[src/rtl/if_fetch_stage.sv]
// -----------------------------------------------------------------------------
// if_fetch_stage
//
// Instruction-fetch stage of the pipelined 16-bit TSC CPU. Owns the program
// counter, the request/response handshake to instruction memory and the IF/ID
// pipeline register. Sits directly upstream of decode/control.
//
// Ports
//   clk            clock, all state updates on posedge
//   reset_n        asynchronous active-low reset
//   i_readM        instruction memory read request
//   i_address      word address of the outstanding request (stable until
//                  i_ready)
//   i_data         instruction word, valid while i_ready=1
//   i_ready        single-cycle response strobe, one per request; may come
//                  in the same cycle as the request
//   stall          hazard unit: hold IF/ID and PC
//   redirect       taken branch/jump: flush IF/ID and refetch at redirect_pc
//   redirect_pc    redirect target
//   halt           HLT decoded: stop fetching until reset
//   ifid_inst      latched instruction
//   ifid_pc_plus1  PC of the latched instruction + 1
//   ifid_valid     IF/ID holds a real instruction (0 = bubble)
//   opcode         ifid_inst[15:12]
//   func_code      ifid_inst[5:0]
//   fetch_count    number of instructions loaded into IF/ID (wraps)
// -----------------------------------------------------------------------------
module if_fetch_stage #(
    parameter int                   WORD_SIZE = 16,
    parameter logic [WORD_SIZE-1:0] RESET_PC  = {WORD_SIZE{1'b0}}
) (
    input  logic                 clk,
    input  logic                 reset_n,
    output logic                 i_readM,
    output logic [WORD_SIZE-1:0] i_address,
    input  logic [WORD_SIZE-1:0] i_data,
    input  logic                 i_ready,
    input  logic                 stall,
    input  logic                 redirect,
    input  logic [WORD_SIZE-1:0] redirect_pc,
    input  logic                 halt,
    output logic [WORD_SIZE-1:0] ifid_inst,
    output logic [WORD_SIZE-1:0] ifid_pc_plus1,
    output logic                 ifid_valid,
    output logic [3:0]           opcode,
    output logic [5:0]           func_code,
    output logic [15:0]          fetch_count
);

    // S_REQ  : request outstanding at pc
    // S_FULL : word fetched while IF/ID was stalled, parked in r_buf
    // S_DROP : waiting out a cancelled request at r_drop_addr
    // S_HALT : fetch stopped until reset
    typedef enum logic [1:0] {
        S_REQ  = 2'd0,
        S_FULL = 2'd1,
        S_DROP = 2'd2,
        S_HALT = 2'd3
    } state_t;

    state_t               r_state;
    logic [WORD_SIZE-1:0] r_pc;
    logic [WORD_SIZE-1:0] r_buf;
    logic [WORD_SIZE-1:0] r_drop_addr;
    logic [WORD_SIZE-1:0] r_ifid_inst;
    logic [WORD_SIZE-1:0] r_ifid_pc_plus1;
    logic                 r_ifid_valid;
    logic [15:0]          r_fetch_count;
    logic                 r_halted;

    state_t               w_state_nxt;
    logic [WORD_SIZE-1:0] w_pc_nxt;
    logic [WORD_SIZE-1:0] w_buf_nxt;
    logic [WORD_SIZE-1:0] w_drop_addr_nxt;
    logic [WORD_SIZE-1:0] w_ifid_inst_nxt;
    logic [WORD_SIZE-1:0] w_ifid_pc_plus1_nxt;
    logic                 w_ifid_valid_nxt;
    logic [15:0]          w_fetch_count_nxt;
    logic                 w_halted_nxt;

    logic                 w_load;
    logic [WORD_SIZE-1:0] w_load_word;
    logic [WORD_SIZE-1:0] w_pc_inc;
    logic                 w_halt_any;

    // pc+1 wraps naturally at the word width.
    assign w_pc_inc   = r_pc + WORD_SIZE'(1);
    // Halt is sticky: once seen it dominates every later cycle.
    assign w_halt_any = halt | r_halted;

    // Memory request: the cancelled address is kept on the bus until the
    // memory answers it, so the handshake is never abandoned mid-flight.
    assign i_readM   = (r_state == S_REQ) || (r_state == S_DROP);
    assign i_address = (r_state == S_DROP) ? r_drop_addr : r_pc;

    assign ifid_inst     = r_ifid_inst;
    assign ifid_pc_plus1 = r_ifid_pc_plus1;
    assign ifid_valid    = r_ifid_valid;
    assign opcode        = r_ifid_inst[15:12];
    assign func_code     = r_ifid_inst[5:0];
    assign fetch_count   = r_fetch_count;

    // -------------------------------------------------------------------------
    // State register
    // -------------------------------------------------------------------------
    always_ff @(posedge clk or negedge reset_n) begin
        if (!reset_n) begin
            r_state         <= S_REQ;
            r_pc            <= RESET_PC;
            r_buf           <= '0;
            r_drop_addr     <= '0;
            r_ifid_inst     <= '0;
            r_ifid_pc_plus1 <= '0;
            r_ifid_valid    <= 1'b0;
            r_fetch_count   <= '0;
            r_halted        <= 1'b0;
        end else begin
            r_state         <= w_state_nxt;
            r_pc            <= w_pc_nxt;
            r_buf           <= w_buf_nxt;
            r_drop_addr     <= w_drop_addr_nxt;
            r_ifid_inst     <= w_ifid_inst_nxt;
            r_ifid_pc_plus1 <= w_ifid_pc_plus1_nxt;
            r_ifid_valid    <= w_ifid_valid_nxt;
            r_fetch_count   <= w_fetch_count_nxt;
            r_halted        <= w_halted_nxt;
        end
    end

    // -------------------------------------------------------------------------
    // Next-state and IF/ID update; priority halt > redirect > stall > normal
    // -------------------------------------------------------------------------
    always_comb begin
        w_state_nxt         = r_state;
        w_pc_nxt            = r_pc;
        w_buf_nxt           = r_buf;
        w_drop_addr_nxt     = r_drop_addr;
        w_ifid_inst_nxt     = r_ifid_inst;
        w_ifid_pc_plus1_nxt = r_ifid_pc_plus1;
        w_ifid_valid_nxt    = r_ifid_valid;
        w_fetch_count_nxt   = r_fetch_count;
        w_halted_nxt        = r_halted;
        w_load              = 1'b0;
        w_load_word         = r_buf;

        if (w_halt_any) begin
            w_ifid_valid_nxt = 1'b0;
            w_halted_nxt     = 1'b1;
            unique case (r_state)
                S_REQ: begin
                    if (!i_ready) begin
                        // Request still in flight: drain it before stopping.
                        w_drop_addr_nxt = r_pc;
                        w_state_nxt     = S_DROP;
                    end else begin
                        w_state_nxt = S_HALT;
                    end
                end
                S_DROP: begin
                    if (i_ready) begin
                        w_state_nxt = S_HALT;
                    end
                end
                default: w_state_nxt = S_HALT;
            endcase
        end else if (redirect) begin
            // Flush: any word returned this cycle and any parked word are lost.
            w_pc_nxt         = redirect_pc;
            w_ifid_valid_nxt = 1'b0;
            if ((r_state == S_REQ) && !i_ready) begin
                w_drop_addr_nxt = r_pc;
                w_state_nxt     = S_DROP;
            end else if ((r_state == S_DROP) && !i_ready) begin
                // Already draining: only the refetch target moves.
                w_state_nxt = S_DROP;
            end else begin
                w_state_nxt = S_REQ;
            end
        end else begin
            unique case (r_state)
                S_REQ: begin
                    if (i_ready && !stall) begin
                        w_load      = 1'b1;
                        w_load_word = i_data;
                    end else if (i_ready) begin
                        // Decode is stalled: park the word so the request
                        // can complete without disturbing IF/ID.
                        w_buf_nxt   = i_data;
                        w_state_nxt = S_FULL;
                    end else if (!stall) begin
                        w_ifid_valid_nxt = 1'b0;
                    end
                end
                S_FULL: begin
                    if (!stall) begin
                        w_load      = 1'b1;
                        w_load_word = r_buf;
                        w_state_nxt = S_REQ;
                    end
                end
                S_DROP: begin
                    w_ifid_valid_nxt = 1'b0;
                    if (i_ready) begin
                        w_state_nxt = S_REQ;
                    end
                end
                default: begin
                    w_ifid_valid_nxt = 1'b0;
                end
            endcase
        end

        if (w_load) begin
            w_ifid_inst_nxt     = w_load_word;
            w_ifid_pc_plus1_nxt = w_pc_inc;
            w_ifid_valid_nxt    = 1'b1;
            w_pc_nxt            = w_pc_inc;
            w_fetch_count_nxt   = r_fetch_count + 16'd1;
        end
    end

endmodule

[config.mk]
export PLATFORM = sky130hd
export DESIGN_NAME = if_fetch_stage
export DESIGN_NICKNAME = d
export VERILOG_FILES = /design/src/rtl/if_fetch_stage.sv
export SDC_FILE = /design/constraint.sdc
export NUM_CORES = 1
export LEC_CHECK = 0
export CAP_MARGIN = 20
export CORE_MARGIN = 3
export CORE_UTILIZATION = 52
export CTS_BUF_LIST = sky130_fd_sc_hd__clkbuf_4
export DETAILED_ROUTE_END_ITERATION = 6
export PLACE_DENSITY = 0.92
export SLEW_MARGIN = 20
export SYNTH_ARGS = -nofsm -noshare
export SYNTH_HDL_FRONTEND = slang
export SYNTH_SLANG_ARGS = --single-unit
export TNS_END_PERCENT = 30
[constraint.sdc]
create_clock -name clk -period 3.2 [get_ports clk]
set_clock_uncertainty 0.2 [all_clocks]
set_input_delay 0.48 -clock clk [delete_from_list [all_inputs] [get_ports clk]]
set_output_delay 0.48 -clock clk [all_outputs]
set_load 0.02 [all_outputs]
==> results.yml, run 1 <==
timing:
  relSlewSlack: 0.4658
  hold_viol_final: 0
  setup_violations: 0
  post-route-period-util: 0.9630
  maxSlewViolCount: 0
  fin_worst_hold_slack_ps: 292.5
  worst_slew_pin_slew_ps: 801.3
  maxClockFrequency_ghz: 0.3245
  finalWorstPathRequiredPeriod_ps: 3082
  setup_tns_ps: 0
  grt_setup_unrepaired: "false"
clocking:
  cts-buffers-inserted: 9
  h-tree-depth: 3
  clockBufferDepth: 2
  clk-insertion-delay-late_ps: 470
  cts-root-buf: "sky130_fd_sc_hd__clkbuf_4"
  clk_pin_slew_ps: 160
  cts_sinks: 100
  cts_tree: "yes"
logic_synthesis:
  syn_inst: 455
  synth_flop_cell: "sky130_fd_sc_hd__dfrtp_1"
  synth_compound_gate_area_share: 0.09599
  synth_enable_flop_cells: 0
  yosys_warnings: 0
  synth-seq-area-share: 0.5079
  synthArstFlopShare: 1.000
  synthesis.area_um2: 4927
  avgSynthCellArea_um2: 10.83
  synth_cell_types: 53
  synth_top_family_by_area: "multiplexers"
  synth.area.mux_share: 0.1473
  fraction_of_synthesized_cell_area_in_xor_and_xnor_cells: 0.04622
  synth-simple-area-share: 0.1361
  synth_adder_area_share: 0.01270
  number_of_nets_in_the_synthesized_netlist: 498
  synthesis_stage_register_bit_count: 100
critical_path:
  end_kind: "primary output"
  r2r_slack_ps: 700
  start_kind: "flop"
  cp.depth: 5
  worst_r2r_endpoint: "r_pc[3]"
  worstPathMaxFanout: 20
  worst_ep_required_time_ps: 2520
  cpMaxStageDelayCell: "sky130_fd_sc_hd__clkdlybuf4s50_1"
  timing.rr.start: "r_state[0]"
  crit_type: "reg -> out"
  cp_endpoint: "i_address[12]"
  critical_path.max_stage_delay_ps: 550
  critPathBufInv: 3
  cp-startpoint: "r_state[0]"
  crit_path_cell_trace: "inv_1 -> ha_1 -> buf_6 -> mux2_2 -> clkdlybuf4s50_1"
  worst_r2r_path_depth: 7
  critical_path.top_delay_family: "buffers and inverters"
  cp_data_arrival_time_ps: 2400
floorplan:
  die-height_um: 103.3
  starting_density_of_the_core: 0.5489
  io_pins: 114
  die_extent_in_x_um: 103.3
  placeableCoreArea_um2: 8976
  std_cell_rows: 34
  design.die.area_um2: 10680
global_routing:
  grt_usage: 0.2308
  global_route.overflow_total: 0
  grt_pass1_vias: 3845
  grt_max_degree: 63
  antenna_found_initial: 0
  wire_length_of_the_first_global_routing_pass_um: 19110
pwr:
  power_density_nw_per_um2: 368.6
  peakVddDrop_uv: 231.0
  power_leakage_nw: 2.807
outcome:
  outcome: "complete, no violations"
routing:
  route.antenna.remaining_nets: 0
  routed_via_density: 5.591
  detail_route.first_pass.iterations: 5
  first_iter_violations: 259
  drc: 0
  detail_route.wirelength_um: 11950
  route.vias.total: 3830
  routed_wire_length_per_instance_um: 17.45
finish:
  layout-area-overhead-vs-synth_pct: 27.12
  final-seq-area_um2: 2502
  share_of_layout_cells_above_drive_strength_1: 0.1467
  finish.instance_area_um2: 6264
  fin_nets: 597
  filler_cell_count: 638
  multi_input_comb_area_um2: 2160
  num_antenna_cells: 0
flow_run:
  maxCapViolCount: 0
place:
  hpwl_um: 8582
  port-buffer-count: 113
  gp_congestion: 0.8676
  place_area_um2: 6087
min_path:
  hold_path.class: "reg -> reg"
## power by group
| part | switching, W | internal [W] |
|---|---|---|
| clock network | 0.000468 | 0.000260 |
| registers | 0.0000430 | 0.00129 |
| logic | 0.000120 | 0.000127 |
| total | 0.000631 | 0.00168 |
## how the worst min path moves through the flow
stage | startpoint | end | cells after the start | slack [ps]
finish | fetch_count[15] | fetch_count[15] | 1 | 290
global route | fetch_count[15] | fetch_count[15] | 1 | 310
CTS | fetch_count[15] | fetch_count[15] | 1 | 290
detailed placement | ifid_inst[7] | ifid_inst[7] | 2 | 270
global placement | fetch_count[15] | fetch_count[15] | 1 | 260
floorplan | reset_n | fetch_count[0] | 0 | -20
## cell usage in the layout, fill, tap and decap left out, types with 4 or more instances in the layout
cell,instances
sky130_fd_sc_hd__o22ai_1,4
sky130_fd_sc_hd__inv_1,11
sky130_fd_sc_hd__buf_4,13
sky130_fd_sc_hd__o21ai_1,8
sky130_fd_sc_hd__mux2i_1,23
sky130_fd_sc_hd__dfrtp_1,100
sky130_fd_sc_hd__o21ai_0,34
sky130_fd_sc_hd__and3_1,7
sky130_fd_sc_hd__nand4_1,5
sky130_fd_sc_hd__nor2_1,11
sky130_fd_sc_hd__nand3_1,20
sky130_fd_sc_hd__a21oi_1,9
sky130_fd_sc_hd__clkbuf_4,9
sky130_fd_sc_hd__nor3_1,6
sky130_fd_sc_hd__nor4_1,7
sky130_fd_sc_hd__a221o_1,4
sky130_fd_sc_hd__xnor2_1,23
sky130_fd_sc_hd__nand2_1,53
sky130_fd_sc_hd__mux2_2,44
sky130_fd_sc_hd__ha_1,5
sky130_fd_sc_hd__clkdlybuf4s50_1,111
## registers in the layout (all words and copies together), names as in the netlist
| name | cells |
|---|---|
| r_drop_addr | 16 |
| ifid_pc_plus1 | 16 |
| ifid_inst | 16 |
| fetch_count | 16 |
| ifid_valid | 1 |
| r_buf | 16 |
| r_state | 2 |
| r_halted | 1 |
| r_pc | 16 |
## timing repair
action,in CTS,in global routing
setup endpoints to repair,0,12
hold endpoints to repair,60,0
hold buffers,1,0
gates resized for setup,0,2
buffers inserted,0,0
## cell usage after synthesis (4+ instances only)
cell                         n  area share
sky130_fd_sc_hd__dfrtp_1   100        0.51
sky130_fd_sc_hd__nand2_1    53       0.040
sky130_fd_sc_hd__mux2_2     44        0.10
sky130_fd_sc_hd__o21ai_0    34       0.035
sky130_fd_sc_hd__mux2i_1    23       0.047
sky130_fd_sc_hd__xnor2_1    23       0.041
sky130_fd_sc_hd__nand3_1    20       0.020
sky130_fd_sc_hd__clkbuf_1   12      0.0091
sky130_fd_sc_hd__buf_2      11       0.011
sky130_fd_sc_hd__buf_4      11       0.017
sky130_fd_sc_hd__inv_1      11      0.0084
sky130_fd_sc_hd__nor2_1     11      0.0084
sky130_fd_sc_hd__a21oi_1     9      0.0091
sky130_fd_sc_hd__o21ai_1     8      0.0081
sky130_fd_sc_hd__and3_1      7      0.0089
sky130_fd_sc_hd__nor4_1      7      0.0089
sky130_fd_sc_hd__nor3_1      6      0.0061
sky130_fd_sc_hd__ha_1        5       0.013
sky130_fd_sc_hd__nand4_1     5      0.0063
sky130_fd_sc_hd__a221o_1     4      0.0081
sky130_fd_sc_hd__o22ai_1     4      0.0051
## cell families after synthesis
family,count (synthesis)
DFF,100
and+or+nand+nor,129
adders and majority gates,5
xor gates and xnor gates,26
buffers and inverters,50
muxes,67
AOI/OAI and AO/OA,78
## per-stage QoR
step	setup slack [ps]	std cells	util	power, W
floorplan	945.9	455	-	0.001455
CTS	41.87	685	0.6971	0.002330
finish	118.4	685	0.6978	0.002309
global placement	361.9	668	0.6781	0.001592
detailed placement	298.8	668	0.6781	0.001601
global route	13.51	685	0.6978	0.002396
## per-layer routing
| layer | GRT usage | vias up | wire length, µm |
|---|---|---|---|
| met5 | 0 | - | 0 |
| met1 | 0.3032 | 1864 | 5036 |
| met4 | 0.06474 | 0 | 125 |
| li1 | - | 1800 | - |
| met2 | 0.3828 | 148 | 6032 |
| met3 | 0.05634 | 18 | 759 |
## area by class of cell
class	count	area share
tap	126	0.02517
clock buffer	9	0.01079
sequential	100	0.3995
inverter	11	0.006592
clock inverter	7	0.01478
multi-input combinational	305	0.3448
timing repair buffer	127	0.1984
No activity file was read; power rests on OpenSTA's default activity.
==> inputs of run 2 (changes only) <==
--- a/config.mk
+++ b/config.mk
@@ -6,11 +6,11 @@
 export NUM_CORES = 1
 export LEC_CHECK = 0
 export CAP_MARGIN = 20
-export CORE_MARGIN = 3
 export CORE_UTILIZATION = 52
 export CTS_BUF_LIST = sky130_fd_sc_hd__clkbuf_4
 export DETAILED_ROUTE_END_ITERATION = 6
 export PLACE_DENSITY = 0.92
+export RECOVER_POWER = 50
 export SLEW_MARGIN = 20
 export SYNTH_ARGS = -nofsm -noshare
 export SYNTH_HDL_FRONTEND = slang
==> run 2 against run 1 <==
Against the previous run:
- the flow now finishes with violations (max-capacitance violations, max-slew violations)
- fmax rose by 1.8%
- non-clock buffer count did not move
- sequential share of layout area rose by 0.31 points
- sequential power barely moved
- global-route usage rose by 2.2 points
- die area fell by 7.6%
- setup slack improved by 55 ps
- utilization fell by 2.2 points
- first-iteration DRC count rose by 6.6%
- clock power fell by 6.6%
- critical endpoint is now i_address[15]
- largest cell class unchanged
==> results.yml, run 2 (synthesis results as in run 1) <==
critical_path:
  r2r_slack_ps: 340
  critical_path.top_delay_family: "buffers and inverters"
  end_kind: "primary output"
  critical_path.max_stage_delay_ps: 540
  worst_r2r_path_depth: 7
  cpMaxStageDelayCell: "sky130_fd_sc_hd__clkdlybuf4s50_1"
  start_kind: "flop"
  worst_ep_required_time_ps: 2520
  critPathBufInv: 3
  cp_data_arrival_time_ps: 2350
  crit_path_cell_trace: "inv_1 -> ha_1 -> buf_4 -> mux2_2 -> clkdlybuf4s50_1"
  worst_r2r_endpoint: "r_pc[9]"
  timing.rr.start: "r_state[0]"
  crit_type: "reg -> out"
  cp-startpoint: "r_state[0]"
  worstPathMaxFanout: 23
clocking:
  postCtsHoldBufs: 1
  h-tree-depth: 3
  clockBufferDepth: 2
  clk_pin_slew_ps: 150
  cts_post_setup_buffers_inserted: 0
  cts_sinks: 100
  clk-insertion-delay-late_ps: 460
  cts_tree: "yes"
  cts-buffers-inserted: 9
  cts-root-buf: "sky130_fd_sc_hd__clkbuf_4"
  post_cts_resized: 0
pwr:
  peakVddDrop_uv: 205.6
  power.share.switching: 0.2671
  net-switching-power_w: 0.0006042
  power.clock.fraction: 0.300
  sequentialPowerShare: 0.590
  power_leakage_nw: 2.811
  share_comb_of_total_power: 0.110
  power.internal_w: 0.001658
  power_density_nw_per_um2: 364.0
timing:
  worst_slew_pin_slew_ps: 1507
  post-route-period-util: 0.9458
  maxSlewViolCount: 61
  setup_tns_ps: 0
  relSlewSlack: -0.004458
  setup_violations: 0
  hold_viol_final: 0
  grt_setup_unrepaired: "false"
  maxClockFrequency_ghz: 0.3304
  finalWorstPathRequiredPeriod_ps: 3027
outcome:
  violations_in_the_final_reports: "max-capacitance violations, max-slew violations"
  outcome: "finished, violations left"
place:
  gp_congestion: 0.8166
  place_area_um2: 6081
  dp.cells: 653
  hpwl_um: 8718
  port-buffer-count: 113
min_path:
  min_path_cells: 1
  hold_path.startpoint: "fetch_count[15]"
  hold_path.class: "reg -> reg"
  worst_hold_path.endpoint: "fetch_count[15]"
floorplan:
  io_pins: 114
  die_extent_in_x_um: 99.34
  placeableCoreArea_um2: 9196
  die-height_um: 99.34
  starting_density_of_the_core: 0.5358
  design.die.area_um2: 9868
  std_cell_rows: 35
finish:
  layout_common_cells: "sky130_fd_sc_hd__dfrtp_1 (100), sky130_fd_sc_hd__clkdlybuf4s50_1 (99), sky130_fd_sc_hd__nand2_1 (53)"
  filler_cell_count: 654
  layout-area-overhead-vs-synth_pct: 26.16
  finish.cell_count_without_fillers: 670
  num_antenna_cells: 0
  mostFrequentLayoutCell: "sky130_fd_sc_hd__dfrtp_1"
  share_of_layout_cells_above_drive_strength_1: 0.1413
  fin_nets: 597
  finish.instance_area_um2: 6216
global_routing:
  grt_pass1_vias: 3910
  grt_usage: 0.2533
  antenna_found_initial: 0
  global_route.overflow_total: 0
  grt_max_degree: 62
  wire_length_of_the_first_global_routing_pass_um: 19400
flow_run:
  maxCapViolCount: 1
routing:
  detail_route.wirelength_um: 11840
  routed_wire_length_per_instance_um: 17.67
  route.vias.total: 3892
  route.antenna.remaining_nets: 0
  first_iter_violations: 276
  routed_via_density: 5.809
  detail_route.first_pass.iterations: 5
  drc: 0
## run 2: cell types whose count changed in the layout (fill, tap and decap cells not counted), sizes merged
cell / delta
buf: -5
clkbuf: +5
clkdlybuf4s50: -12
clkinv: +1
clkinvlp: +2
dlygate4sd3: +13
dlymetal6s2s: -1
inv: -3
## run 2: layout make-up
cell class                      instances  area, µm²  share of cell area
Clock inverter                          7      76.32             0.01228
Inverter                               11      41.29            0.006643
Multi-Input combinational cell        305       2156              0.3468
Sequential cell                       100       2502              0.4026
Tap cell                              111      138.9             0.02234
Timing Repair Buffer                  127       1234              0.1985
Clock buffer                            9      67.56             0.01087
## run 2: metrics by stage
| stage | worst slack, ps | hold slack (ps) | util | total power, W |
|---|---|---|---|---|
| finish | 173.5 | 285.7 | 0.6759 | 0.002262 |
| global route | 55.65 | 315.3 | 0.6759 | 0.002349 |
| CTS | 163.0 | 293.7 | 0.6780 | 0.002269 |
| detailed placement | 292.8 | 270.6 | 0.6612 | 0.001605 |
| global placement | 411.0 | 263.1 | 0.6612 | 0.001594 |
| floorplan | 945.9 | -15.59 | - | 0.001455 |
## run 2: how the worst max path moves through the flow
stage / endpoint / slack (ps) / cells after the start
final: i_address[15] / 170 / 5
after global placement: fetch_count[12] / 410 / 5
after CTS: i_address[8] / 160 / 5
after floorplan: ifid_pc_plus1[12] / 950 / 8
after global routing: i_address[14] / 60 / 5
after detailed placement: r_pc[7] / 290 / 6
## run 2: power by group through the flow
stage          Sequential (W)  Clock, W  Combinational, W
5_1_grt               0.00134  0.000741          0.000268
3_5_place_dp          0.00136         0          0.000249
2_1_floorplan         0.00134         0          0.000117
4_1_cts               0.00133  0.000685          0.000251
3_3_place_gp          0.00135         0          0.000241
6_report              0.00133  0.000680          0.000248
## run 2: layer usage
metal | GRT usage | routed length, µm | up-vias
met2 | 0.4167 | 5913 | 156
met1 | 0.3324 | 5012 | 1913
met3 | 0.04216 | 587 | 25
li1 | - | - | 1798
met4 | 0.1120 | 326 | 0
met5 | 0 | 0 | -
==> inputs of run 3 (changes only) <==
--- a/config.mk
+++ b/config.mk
@@ -6,10 +6,9 @@
 export NUM_CORES = 1
 export LEC_CHECK = 0
 export CAP_MARGIN = 20
-export CORE_UTILIZATION = 52
-export CTS_BUF_LIST = sky130_fd_sc_hd__clkbuf_4
+export CORE_UTILIZATION = 50
 export DETAILED_ROUTE_END_ITERATION = 6
-export PLACE_DENSITY = 0.92
+export PLACE_DENSITY = 0.89
 export RECOVER_POWER = 50
 export SLEW_MARGIN = 20
 export SYNTH_ARGS = -nofsm -noshare
==> run 3 against run 2 <==
Against the previous run:
- the flow now finishes without violations
- global-route usage fell by 1.2 points
- via count up 0.15%
- sequential power barely moved
- register-to-register slack improved by 380 ps
- non-clock buffer count down 3
- clock-buffer cell count increased by 1
- routed wire length shrank 0.23%
- utilization fell by 0.34 points
- die area rose by 3.9%
- critical path depth did not move
- setup slack got worse by 14 ps
- clock power up 34%
- highest routed layer unchanged
==> results.yml, run 3 (synthesis results as in run 1) <==
floorplan:
  starting_density_of_the_core: 0.5258
  io_pins: 114
  die_extent_in_x_um: 101.3
  std_cell_rows: 35
  placeableCoreArea_um2: 9371
  die-height_um: 101.3
  design.die.area_um2: 10260
clocking:
  cts_sinks: 100
  clk-insertion-delay-late_ps: 360
  clockBufferDepth: 2
  clk_pin_slew_ps: 100
  h-tree-depth: 3
  cts_post_setup_buffers_inserted: 0
  postCtsHoldBufs: 0
  cts-buffers-inserted: 9
  cts_tree: "yes"
  post_cts_resized: 0
  cts-root-buf: "sky130_fd_sc_hd__clkbuf_8"
finish:
  filler_cell_count: 700
  multi_input_comb_area_um2: 2160
  finish.cell_count_without_fillers: 685
  num_antenna_cells: 0
  finish.instance_area_um2: 6302
  fin_nets: 594
  final-seq-area_um2: 2502
  share_of_layout_cells_above_drive_strength_1: 0.1439
  mostFrequentLayoutCell: "sky130_fd_sc_hd__dfrtp_1"
  layout-area-overhead-vs-synth_pct: 27.91
  layout_common_cells: "sky130_fd_sc_hd__dfrtp_1 (100), sky130_fd_sc_hd__clkdlybuf4s50_1 (75), sky130_fd_sc_hd__nand2_1 (53)"
routing:
  routed_via_density: 5.691
  first_iter_violations: 326
  route.antenna.remaining_nets: 0
  detail_route.wirelength_um: 11810
  drc: 0
  routed_wire_length_per_instance_um: 17.25
  detail_route.first_pass.iterations: 7
  route.vias.total: 3898
critical_path:
  worstPathMaxFanout: 20
  cp_data_arrival_time_ps: 2360
  start_kind: "flop"
  timing.rr.start: "r_state[0]"
  crit_type: "reg -> out"
  worst_r2r_endpoint: "fetch_count[3]"
  cpMaxStageDelayCell: "sky130_fd_sc_hd__clkdlybuf4s50_1"
  critical_path.max_stage_delay_ps: 540
  end_kind: "primary output"
  worst_r2r_path_depth: 7
  crit_path_cell_trace: "inv_1 -> ha_1 -> buf_4 -> mux2_2 -> clkdlybuf4s50_1"
  worst_ep_required_time_ps: 2520
  r2r_slack_ps: 720
timing:
  post-route-period-util: 0.9502
  grt_setup_unrepaired: "false"
  setup_violations: 0
  maxClockFrequency_ghz: 0.3289
  worst_slew_pin_slew_ps: 1484
  setup_tns_ps: 0
  hold_viol_final: 0
  finalWorstPathRequiredPeriod_ps: 3041
  maxSlewViolCount: 0
  relSlewSlack: 0.01097
global_routing:
  grt_pass1_vias: 3896
  global_route.overflow_total: 0
  grt_usage: 0.2409
  grt_max_degree: 62
  antenna_found_initial: 0
  wire_length_of_the_first_global_routing_pass_um: 19090
place:
  port-buffer-count: 113
  dp.cells: 669
  place_area_um2: 6088
  gp_congestion: 0.8807
  hpwl_um: 8427
min_path:
  hold_path.class: "in -> async"
pwr:
  peakVddDrop_uv: 271.0
  power_density_nw_per_um2: 395.3
  power_leakage_nw: 2.934
outcome:
  outcome: "complete, no violations"
flow_run:
  maxCapViolCount: 0
run 3: through the flow:
| stage | total power, W | setup slack, ps | hold slack (ps) | util |
|---|---|---|---|---|
| finish | 0.002491 | 159.4 | 273.4 | 0.6725 |
| global route | 0.002584 | 71.71 | 301.2 | 0.6725 |
| CTS | 0.002510 | 156.5 | 18.91 | 0.6744 |
| detailed placement | 0.001603 | 273.6 | 263.5 | 0.6497 |
| global placement | 0.001594 | 342.2 | 262.3 | 0.6497 |
| floorplan | 0.001455 | 945.9 | -15.59 | - |
run 3: final cells by class:
| type | instances | share of cell area |
|---|---|---|
| clock buffers | 10 | 0.02184 |
| inverters | 11 | 0.006552 |
| clock inverters | 6 | 0.01489 |
| flip-flops and latches | 100 | 0.3971 |
| repair buffers | 124 | 0.1914 |
| well taps | 129 | 0.02561 |
| multi-input cells | 305 | 0.3427 |
run 3: layer usage:
metal / vias up / GRT usage / share of wire
li1: 1793 / - / -
met1: 1912 / 0.3146 / 0.41
met2: 163 / 0.3967 / 0.49
met3: 30 / 0.04486 / 0.060
met4: 0 / 0.1003 / 0.033
met5: - / 0 / 0
run 3: critical path, delay by kind of cell, from the launching register on:
kind	cells	cell delay (ps)
buf+inv	3	960
flops	1	390
fa+ha+maj	1	250
mux	1	400
run 3: worst max path at each step:
stage	start	to	slack, ps	cells past startpoint
2_1_floorplan	halt	ifid_pc_plus1[12]	950	8
3_3_place_gp	redirect	ifid_pc_plus1[12]	340	5
5_1_grt	r_state[0]	i_address[13]	70	5
3_5_place_dp	redirect	ifid_pc_plus1[12]	270	5
6_report	r_state[0]	i_address[14]	160	5
4_1_cts	r_state[0]	i_address[13]	160	5
run 3: power breakdown:
part           internal [W]  leakage (nW)  switching [W]
clock network      0.000469         0.113       0.000445
logic              0.000124          1.47       0.000121
registers           0.00129          1.35      0.0000430
total               0.00188          2.93       0.000609
